### config.mk
export PLATFORM = sky130hd
export DESIGN_NAME = xor_chk_counter
export DESIGN_NICKNAME = d
export VERILOG_FILES = /design/src/rtl/xor_chk_counter.sv
export SDC_FILE = /design/constraint.sdc
export NUM_CORES = 1
export LEC_CHECK = 0
export ABC_AREA = 0
export BUFFER_PORTS_ARGS = -buffer_cell sky130_fd_sc_hd__buf_2
export CORE_AREA = 3 3 40 42
export CTS_BUF_LIST = sky130_fd_sc_hd__clkbuf_8
export DETAILED_ROUTE_END_ITERATION = 12
export DIE_AREA = 0 0 43 45
export PLACE_DENSITY = 0.54
export SLEW_MARGIN = 30
export SYNTH_ARGS = -nofsm -noshare
export SYNTH_HDL_FRONTEND = slang
export SYNTH_SLANG_ARGS = --single-unit
### constraint.sdc
create_clock -name clk -period 1.6 [get_ports clk]
set_input_delay 0.16 -clock clk [delete_from_list [all_inputs] [get_ports clk]]
set_output_delay 0.16 -clock clk [all_outputs]
set_load 0.03 [all_outputs]
### src/rtl/xor_chk_counter.sv
// CNT_W-wide up-counter used for the match and mismatch tallies.
//   clk : rising-edge clock
//   rst : synchronous active-high reset
//   clr : synchronous clear (start of a new run)
//   en  : count enable
//   q   : current count
// The checker parameter range guarantees q never wraps within a run.
module xor_chk_counter #(
  parameter int W = 8
) (
  input  logic         clk,
  input  logic         rst,
  input  logic         clr,
  input  logic         en,
  output logic [W-1:0] q
);

  always_ff @(posedge clk) begin
    if (rst || clr) begin
      q <= '0;
    end else if (en) begin
      q <= q + W'(1);
    end
  end

endmodule

==> flow_summary.json <==
{
  "run_status": "completed",
  "crit_arrival_ns": 1.40,
  "wl_met3_um": 72,
  "drt-vias-per-instance": 4.60,
  "nNetsFinal": 57,
  "yosysMostFrequentCell": "dfxtp_1",
  "drt_iter0_markers": 1,
  "synth_nets": 43,
  "fin_area_um2": 449,
  "first_pass_iters": 2,
  "critPathKind": "flop to flop",
  "die_y_um": 45,
  "ys.flop_type": "dfxtp_1",
  "top_layer_used": "met4",
  "io_buffer_count": 11,
  "grt_pass1_wl_mm": 1.08,
  "ir_drop_mv": 0.486,
  "avgSynthCellArea_um2": 9.09,
  "cts-buffers-inserted": 3,
  "hold_viol": 0,
  "ant_nets": 0,
  "insertedDiodeCount": 0,
  "detail_route.wl_per_cell_um": 9.80,
  "grt_antenna_before_repair": 0,
  "slowest_delay_ns": 0.39,
  "fin_crit_sh_pct": 77.4,
  "worst_setup_path_end_kind": "flop",
  "cp-start-kind": "flop",
  "crit_slowest_cell": "dfxtp_1",
  "yosysTopAreaCellShare_pct": 46.4,
  "ys_async_sr_fraction_pct": 0,
  "synth_common_cells": "8 x dfxtp_1, 5 x nor2_1",
  "die-area_um2": 1940,
  "cts_tree": "yes",
  "clkSlewWorstSetupHoldPaths_ns": 0.04,
  "syn_to_final_growth_pct": 30.1,
  "top_register": "q",
  "cts_sinks": 8,
  "synth-seq-area-share_pct": 46.4,
  "register_area_um2": 160,
  "required_ns": 1.76,
  "core_um2": 1280,
  "finalSetupViolCount": 0,
  "fp.dieW_um": 43,
  "synth.area.top_cells": "dfxtp_1 46%, xor2_1 7.6%, nor2_1 5.4%",
  "yosysWarnings": 0,
  "period_minus_slack_ns": 1.24,
  "path_buf_inv": 0,
  "fmax_mhz": 807,
  "root_buffer": "clkbuf_8",
  "postCtsSetupBuffers": 0,
  "rsz0062_at_grt": "no",
  "fillers": 137,
  "grt.overflow.total": 0,
  "hold_buffers": 0,
  "dr_wl_met2_um": 233,
  "min_path_type": "input pin to flop",
  "synth_top_cell_by_area": "dfxtp_1",
  "cts_resized": 0,
  "path_max_fanout": 4,
  "start_util_pct": 26.9,
  "cts.path.max_buffers": 2,
  "remaining_drc_errors": 0,
  "clk_latency_ns": 0.23,
  "multiInputGateArea_um2": 174,
  "synth-seq-cells": 8,
  "syn_area_um2": 345,
  "path_delay_family": "simple AND/OR/NAND/NOR gates",
  "tns_ns": 0,
  "skew_ns": 0.000787,
  "pwr_density_cell_nw_per_um2": 1030,
  "tightestPinTransition_ns": 0.208,
  "drive_gt1_share_pct": 32.0,
  "dr_total_vias": 299,
  "max-cap-violations": 0,
  "wl_um": 637,
  "grt_use_total_pct": 7.94,
  "synth-edff-count": 0,
  "max_slew_margin_pct": 86.1,
  "grt_pass1_vias": 251,
  "power.leakage_nw": 0.200,
  "largest_reg_flops": 8,
  "grt_max_degree": 9,
  "crit_chain": "ha_1, nand3_1, or3_1, a21oi_1",
  "maxSlewViolCount": 0,
  "num_io_pins": 12,
  "placedInstanceArea_um2": 408,
  "routabilityCongestion": 0.708,
  "yosysUniqueCellTypes": 16,
  "wirelength_met1_um": 319,
  "syn_inst": 38,
  "reg_top3": "q x8",
  "fp-row-count": 13,
  "cts.htree.levels": 1
}
placed cells by master, fill, tap and decap left out:
cell	synthesis	layout
a21oi_1	3	3
buf_2	0	11
clkbuf_8	0	3
dfxtp_1	8	8
ha_1	1	1
mux2i_1	1	1
nand2_1	2	2
nand3_1	2	2
nand4_1	2	2
nand4_2	1	1
nor2_1	5	5
o21ai_0	3	3
or2_2	1	1
or3_1	3	3
xnor2_1	1	1
xor2_1	3	3
tightest hold or removal path: stages:
cell	delay [ns]
buf_2	0.15
mux2i_1	0.09
nor2_1	0.07
power breakdown:
part / switching [mW] / internal, mW
logic: 0.0120 / 0.00824
registers: 0.00224 / 0.202
clock network: 0.0744 / 0.162
total: 0.0886 / 0.373
logic make-up after synthesis:
kind of cell             after synthesis  synth area share (%)
flip-flops                             8                  46.4
XOR/XNOR                               4                  10.1
AO/OA/AOI/OAI                          6                  8.69
adder cells (fa/ha/maj)                1                  3.62
multiplexers                           1                  2.90
buffers and inverters                  2                  3.26
AND/OR/NAND/NOR                       16                  25.0
final cells by class:
cell class	count	share of cell area [%]
repair buffers	11	12.3
flip-flops and latches	8	35.7
clock buffers	3	9.19
well taps	15	4.18
multi-input cells	28	38.7
final timing paths:
check	endpoint	depth (start not counted)	startpoint	slack, ns
setup / recovery	q[6]$_SDFFE_PP0P_	4	q[0]$_SDFFE_PP0P_	0.36
hold / removal	q[1]$_SDFFE_PP0P_	3	en	0.28
setup reg to reg	q[6]$_SDFFE_PP0P_	4	q[0]$_SDFFE_PP0P_	0.36
hold reg to reg	q[7]$_SDFFE_PP0P_	2	q[7]$_SDFFE_PP0P_	0.48
routing by layer:
| layer | up-vias | track usage, % |
|---|---|---|
| met1 | 127 | 9.73 |
| li1 | 158 | - |
| met5 | - | 0 |
| met4 | 0 | 3.61 |
| met3 | 2 | 5.98 |
| met2 | 12 | 10.2 |
through the flow:
| step | hold WS [ns] | instances | power, mW | worst slack (ns) | utilization [%] |
|---|---|---|---|---|---|
| after global routing | 0.311 | 65 | 0.483 | 0.257 | 35.0 |
| after global placement | 0.476 | 62 | 0.228 | 0.395 | 31.7 |
| final | 0.283 | 65 | 0.462 | 0.361 | 35.0 |
| after detailed placement | 0.484 | 62 | 0.228 | 0.366 | 31.7 |
| after CTS | 0.274 | 65 | 0.475 | 0.362 | 35.0 |
| after floorplan | 0.445 | 38 | 0.223 | 0.183 | - |
No activity file was read; power rests on OpenSTA's default activity.
